--- src/rtl/iq_unpack.sv ---
// ---------------------------------------------------------------------------
// iq_unpack
//
// Front-end stage of the FM receive chain. Drains a first-word-fall-through
// byte FIFO and assembles little-endian 16-bit signed I/Q pairs. The byte
// order is I_lo, I_hi, Q_lo, Q_hi. Each pair is sign-extended to DATA_WIDTH
// and shifted left by QUANT_BITS, giving a Q(DATA_WIDTH-QUANT_BITS).QUANT_BITS
// value. The result is pushed into the I and Q FIFOs in the same cycle.
// Four input bytes produce one output pair, at most one pair every 5 cycles.
//
// Optional feature (compile-time macro):
//   IQ_UNPACK_STATS_EN  adds output sample_count[31:0], which counts written
//                       pairs since reset and wraps at 2^32.
//
// Ports:
//   clock         in   system clock, all state on the rising edge
//   reset         in   synchronous, active-low reset
//   in_dout       in   byte at the head of the input FIFO (valid while !in_empty)
//   in_empty      in   input FIFO empty
//   in_rd_en      out  pop the input FIFO this cycle
//   i_out         out  quantised I sample (zero unless i_wr_en)
//   i_wr_en       out  push i_out into the I FIFO
//   i_full        in   I FIFO full
//   q_out         out  quantised Q sample (zero unless q_wr_en)
//   q_wr_en       out  push q_out into the Q FIFO
//   q_full        in   Q FIFO full
//   sample_count  out  pairs written since reset (IQ_UNPACK_STATS_EN only)
//
// Parameters:
//   DATA_WIDTH  width of i_out/q_out; must be >= 2*BYTE_WIDTH + QUANT_BITS
//   BYTE_WIDTH  width of an input FIFO word
//   QUANT_BITS  fractional bits (left shift after sign extension)
// ---------------------------------------------------------------------------
module iq_unpack #(
    parameter int DATA_WIDTH = 32,
    parameter int BYTE_WIDTH = 8,
    parameter int QUANT_BITS = 10
) (
    input  logic                  clock,
    input  logic                  reset,
    input  logic [BYTE_WIDTH-1:0] in_dout,
    input  logic                  in_empty,
    output logic                  in_rd_en,
    output logic [DATA_WIDTH-1:0] i_out,
    output logic                  i_wr_en,
    input  logic                  i_full,
    output logic [DATA_WIDTH-1:0] q_out,
    output logic                  q_wr_en,
    input  logic                  q_full
`ifdef IQ_UNPACK_STATS_EN
    ,
    output logic [31:0]           sample_count
`endif
);

    localparam int PAIR_WIDTH = 2 * BYTE_WIDTH;

    // One state per byte of the pair, then one state to hand the pair off.
    typedef enum logic [2:0] {
        I_LO,
        I_HI,
        Q_LO,
        Q_HI,
        WRITE
    } state_t;

    state_t                state;
    logic [BYTE_WIDTH-1:0] i_lo;
    logic [BYTE_WIDTH-1:0] i_hi;
    logic [BYTE_WIDTH-1:0] q_lo;
    logic [BYTE_WIDTH-1:0] q_hi;

    logic                  read_state;
    logic                  wr_fire;
    logic [DATA_WIDTH-1:0] i_quant;
    logic [DATA_WIDTH-1:0] q_quant;

    // Sign-extend a {hi,lo} word to DATA_WIDTH and apply the fixed-point
    // scaling. Nothing saturates: the width rule on DATA_WIDTH keeps every
    // 16-bit input representable.
    function automatic logic [DATA_WIDTH-1:0] quantise(
        input logic [BYTE_WIDTH-1:0] hi,
        input logic [BYTE_WIDTH-1:0] lo
    );
        logic signed [PAIR_WIDTH-1:0] raw;
        logic signed [DATA_WIDTH-1:0] ext;
        raw = {hi, lo};
        ext = DATA_WIDTH'(raw);
        return ext <<< QUANT_BITS;
    endfunction

    assign i_quant = quantise(i_hi, i_lo);
    assign q_quant = quantise(q_hi, q_lo);

    // NOTE: the FIFO handshakes cannot be registered. The input FIFO is
    // fall-through, so the pop must react to in_empty in the same cycle.
    // A write must likewise be dropped in the same cycle that either
    // downstream FIFO reports full. The handshakes are therefore decoded
    // from the registered state and the current flags. Reset gates them,
    // so the block is silent while reset is held.
    assign read_state = (state == I_LO) || (state == I_HI) ||
                        (state == Q_LO) || (state == Q_HI);

    // Both FIFOs are written together or not at all. Either one being full
    // stalls the pair.
    assign wr_fire = reset && (state == WRITE) && !i_full && !q_full;

    // NOTE: every output written in always_comb gets a default first. An
    // output that is not assigned on some path would infer a latch.
    always_comb begin
        in_rd_en = 1'b0;
        i_wr_en  = 1'b0;
        q_wr_en  = 1'b0;
        i_out    = '0;
        q_out    = '0;
        if (reset && read_state && !in_empty) begin
            in_rd_en = 1'b1;
        end
        if (wr_fire) begin
            i_wr_en = 1'b1;
            q_wr_en = 1'b1;
            i_out   = i_quant;
            q_out   = q_quant;
        end
    end

    // A reset in the middle of a pair discards the partial bytes. The next
    // byte after release is treated as I_lo.
    // NOTE: sequential state uses non-blocking assignments only, so every
    // register samples pre-edge values regardless of statement order.
    always_ff @(posedge clock) begin
        if (!reset) begin
            state <= I_LO;
            i_lo  <= '0;
            i_hi  <= '0;
            q_lo  <= '0;
            q_hi  <= '0;
        end else begin
            case (state)
                I_LO: begin
                    if (in_rd_en) begin
                        i_lo  <= in_dout;
                        state <= I_HI;
                    end
                end
                I_HI: begin
                    if (in_rd_en) begin
                        i_hi  <= in_dout;
                        state <= Q_LO;
                    end
                end
                Q_LO: begin
                    if (in_rd_en) begin
                        q_lo  <= in_dout;
                        state <= Q_HI;
                    end
                end
                Q_HI: begin
                    if (in_rd_en) begin
                        q_hi  <= in_dout;
                        state <= WRITE;
                    end
                end
                WRITE: begin
                    // No byte is read here. The assembled pair stays put
                    // until both FIFOs can take it.
                    if (wr_fire) begin
                        state <= I_LO;
                    end
                end
                default: begin
                    state <= I_LO;
                end
            endcase
        end
    end

`ifdef IQ_UNPACK_STATS_EN
    // Pair counter. It wraps naturally at 2^32.
    always_ff @(posedge clock) begin
        if (!reset) begin
            sample_count <= '0;
        end else if (wr_fire) begin
            sample_count <= sample_count + 32'd1;
        end
    end
`endif

endmodule

--- config.mk ---
export PLATFORM = sky130hd
export DESIGN_NAME = iq_unpack
export DESIGN_NICKNAME = d
export VERILOG_FILES = /design/src/rtl/iq_unpack.sv
export SDC_FILE = /design/constraint.sdc
export NUM_CORES = 1
export LEC_CHECK = 0
export CAP_MARGIN = 5
export CORE_MARGIN = 2
export CORE_UTILIZATION = 42
export DETAILED_ROUTE_END_ITERATION = 8
export HOLD_SLACK_MARGIN = 0.02
export PLACE_DENSITY_LB_ADDON = 0.05
export SKIP_LAST_GASP = 1
export SLEW_MARGIN = 20
export SYNTH_ARGS = -nofsm -noshare
export SYNTH_HDL_FRONTEND = slang
export SYNTH_SLANG_ARGS = --single-unit
--- constraint.sdc ---
create_clock -name clock -period 1.9 [get_ports clock]
set_input_delay 0.475 -clock clock [delete_from_list [all_inputs] [get_ports clock]]
set_output_delay 0.475 -clock clock [all_outputs]
set_load 0.02 [all_outputs]
# After elaboration in Yosys (flattened, before gate mapping)
# Cells that the tools add are included.
# totals
regBits	35
in_bits	13
elab_cells	41
# classes
eq_ne	9
mux	10
reduce_logical	17
# op_table
operator	n
$mux 32	2
$mux 3	5
$pmux 3 s5	1
$ne 2x2->1 const B	5
$reduce_and 2->1	4
$eq 3x2->1 const B	2
$logic_and 1x1->1	5
$reduce_and 5->1	1
$eq 3x1->1 const B	1
$eq 3x3->1 const B	1
$logic_not 1->1	3
$logic_not 3->1	1
$logic_or 1x1->1	3
$mux 1	2

# Logic depth before layout (Yosys ltp)
# depth
word_depth	9
ltp_mapped	6
depth_no_buf	3

# Least setup slack after synthesis
# No wires, ideal clock.
# synth_path
kind	in2out
start	input port i_full
end	output port i_out[26]
t_arrival_ns	1.376
setup_slack_ns	0.049
path_stages	4
n_path_buf	1
path_cell_list	nor2_1 and4_1 and2_1 buf_4
# synth_via
elab_chain_len	4
# synth_rtl
item	line_no	source
from (decl)	46	input logic i_full,
$logic_not 1->1	106	assign wr_fire = reset && (state == WRITE) && !i_full && !q_full;
$logic_and 1x1->1 (2 in a row)	106	
$mux 32	119	if (wr_fire) begin
to (decl)	44	output logic [DATA_WIDTH-1:0] i_out,
# Every way passes these cells.

# Worst setup path after layout
# layout_path
start	register state[0]
end	output port i_out[12]
# layout_via
elab_chain_len	5
# layout_rtl
item	line_no	source
from (decl)	67	state_t state;
from (signal assigned)	133	state <= I_LO;
from (signal assigned)	143	state <= I_HI;
from (signal assigned)	149	state <= Q_LO;
$eq 3x3->1	106	
$logic_and 1x1->1 (3 in a row)	106	
$mux 32	119	
# Every way passes these cells.

==> metrics.csv <==
stage;metric;value;unit
yosys;Synth cell types;25;
clocking;clock latency on the worst-skew pair;0.28;ns
hold_path;Hold Crit Class;register to register;
yosys;Synth area leader;dfxtp_1;
status;status;finished, violations left;
yosys;synthesized area;1860;µm²
routing;# DRC;0;
yosys;most area-consuming cells after synthesis;dfxtp_1, buf_4, and2_1, mux2i_1, nand2_1;
power;Pwr Total;1.47;mW
finish;layout cell share with drive strength beyond 1;38.2;%
clocking;Root Buffer;clkbuf_8;
yosys;Post-synth EDFFs;0;
routing;Final ANT Viol Nets;0;
die;Die Wd;70.5;µm
finish;Sequential Area;702;µm²
yosys;Yosys top cell area share;37.8;%
setup_path;Worst EP arrival;1.54;ns
setup_path;CP Data Required Time;1.42;ns
die;num rows;24;
yosys;YS warnings;0;
grt;grt total ovfl;0;
routing;met3 wire len;246;µm
die;Die H;70.5;µm
status;failing checks;negative setup slack;
placement;DP HPWL;2870;µm
grt;total track usage;16.1;%
setup_path;R2R setup slack;0.45;ns
finish;layout filler cell count;407;
clocking;Num CTS Buffers;5;
grt;initial antenna violation count;0;
yosys;most frequent cell after synthesis;dfxtp_1;
die;die area;4970;µm²
power;Leak Pwr;1.23;nW
clocking;Worst-path clk slew;0.07;ns
sta;Max Fclk;497;MHz
finish;nets@finish;292;
placement;DP Worst Slack;-0.867;ns
yosys;asr flop ratio synth;0;%
die;Initial Util;43.2;%
yosys;Syn Area/Cell;8.40;µm²
grt;largest net degree at the start of global routing;36;
sta;unrepaired setup endpoints after global routing;true;
setup_path;CP Capture Type;output pin;
routing;wire per inst;12.4;µm
finish;ANT cells;0;
grt;first-pass GRT wire length;6240;µm
routing;final WL;4100;µm
yosys;ys flop type;dfxtp_1;
clocking;Max Root-Sink Buffers;2;
routing;top layer in use;met4;
routing;drt pass-1 iters;4;
sta;fin crit share;106;%
power;PwrDens;566;nW/µm²
finish;Multi-input gate area;918;µm²
routing;Routed met2 length;1960;µm
yosys;Seq/Total Area, Yosys;37.8;%
flow_run;max_cap viols;0;
sta;# setup viols final;33;
sta;Final min period;2.01;ns
sta;final hold violation count;0;
finish;Area Overhead vs Synth;39.8;%
placement;GP Congestion;0.721;
sta;Final WS setup;-0.111;ns
placement;I/O Buffers;59;
routing;via count;1514;
routing;vias per cell;4.56;
sta;Final Skew;0.00879;ns
routing;DRT iter0 DRCs;32;
yosys;Cells after Synth;221;
clocking;Hold Buf Count CTS;0;
routing;Metal-1 WL;1840;µm
yosys;FF+latch count, synth;35;
die;Ports;80;
clocking;CTS Sinks;35;
clocking;H-tree depth;2;
die;Core Area;4290;µm²
grt;vias in the first global route;1318;
setup_path;critical path type;register to output pin;
sta;fin. max-slew vios;0;
setup_path;startpoint types;register;
setup_path;CP max FO;8;
power;IR drop worst, VDD;0.355;mV
yosys;top cells by count, synth;dfxtp_1, and2_1, buf_4, nand2_1;
clocking;TritonCTS clock tree;done;
## through the flow
stage	cell area, µm²	hold slack (ns)	setup TNS (ns)	utilization, %	cells
global placement	2390	0.435	-45.00	55.6	322
floorplan	1930	0.424	0	-	240
finish	2590	0.452	-2.58	60.4	332
CTS	2430	0.447	-2.96	56.7	331
detailed placement	2390	0.437	-45.21	55.6	322
global route	2590	0.476	-4.52	60.4	332
## worst paths after layout
path	startpoint	endpoint	cells past startpoint
worst max-delay path	state[0]	i_out[12]	6
worst min-delay path	q_hi[0]	q_hi[0]	2
worst max register to register	state[0]	i_hi[7]	5
worst min register to register	q_hi[0]	q_hi[0]	2
## routing by layer
layer / vias up / GRT usage (%)
met1: 699 / 19.9
met2: 46 / 25.5
met3: 6 / 5.92
met5: - / 0
met4: 0 / 5.77
li1: 763 / -
## cell type report
type	instances	share of cell area [%]
timing repair buffer	80	30.7
clock inverter	1	0.193
multi-input combinational	149	35.4
sequential	35	27.1
clock buffer	7	2.94
inverter	8	1.16
tap	52	2.51
## flip-flops by register name, indices dropped and copies added, names as in the netlist
signal / flops
q_hi: 8
i_lo: 8
state: 3
q_lo: 8
i_hi: 8
## kinds of logic (layout without fill, tap and decap cells)
logic type	after synthesis	in the layout	synth area share, %
AND/OR/NAND/NOR	95	95	27.8
buffers and inverters	56	96	20.4
flip-flops	35	35	37.8
AO/OA/AOI/OAI	17	17	4.72
multiplexers	16	16	8.63
other	1	20	0.202
XOR/XNOR	1	1	0.472
## worst max-delay path: stages (launching register included)
cell and delay, ns:
dfxtp_2 0.34, nor2_4 0.12, and4_4 0.26, buf_8 0.14, clkbuf_16 0.14, and2_4 0.13, buf_6 0.11
## report_power, final
group	internal, mW	total (mW)	switching [mW]
clock	0.257	0.508	0.252
combinational	0.0668	0.178	0.112
sequential	0.765	0.782	0.0172
## cell usage in the layout, fill, tap and decap left out, types with 2 or more instances in the layout
master            n
and2_1            9
nor2b_1           2
nand3_1          16
and2_4           24
o21ai_1           8
clkdlybuf4s15_2   2
nand2_1          32
clkbuf_8          5
mux2i_1          16
inv_1             8
clkbuf_1          2
nor2_1            2
clkdlybuf4s50_1   9
buf_4            26
o21ai_0           8
conb_1           20
buf_6            36
dfxtp_1          34
buf_2             2
## repair_timing
item	4_1_cts	5_1_grt
gates resized for setup	255	52
gates cloned	1	1
endpoints found under the setup margin	64	55
buffers inserted	0	1
pin swaps	2	14
Power figures use the tool's default switching activity.
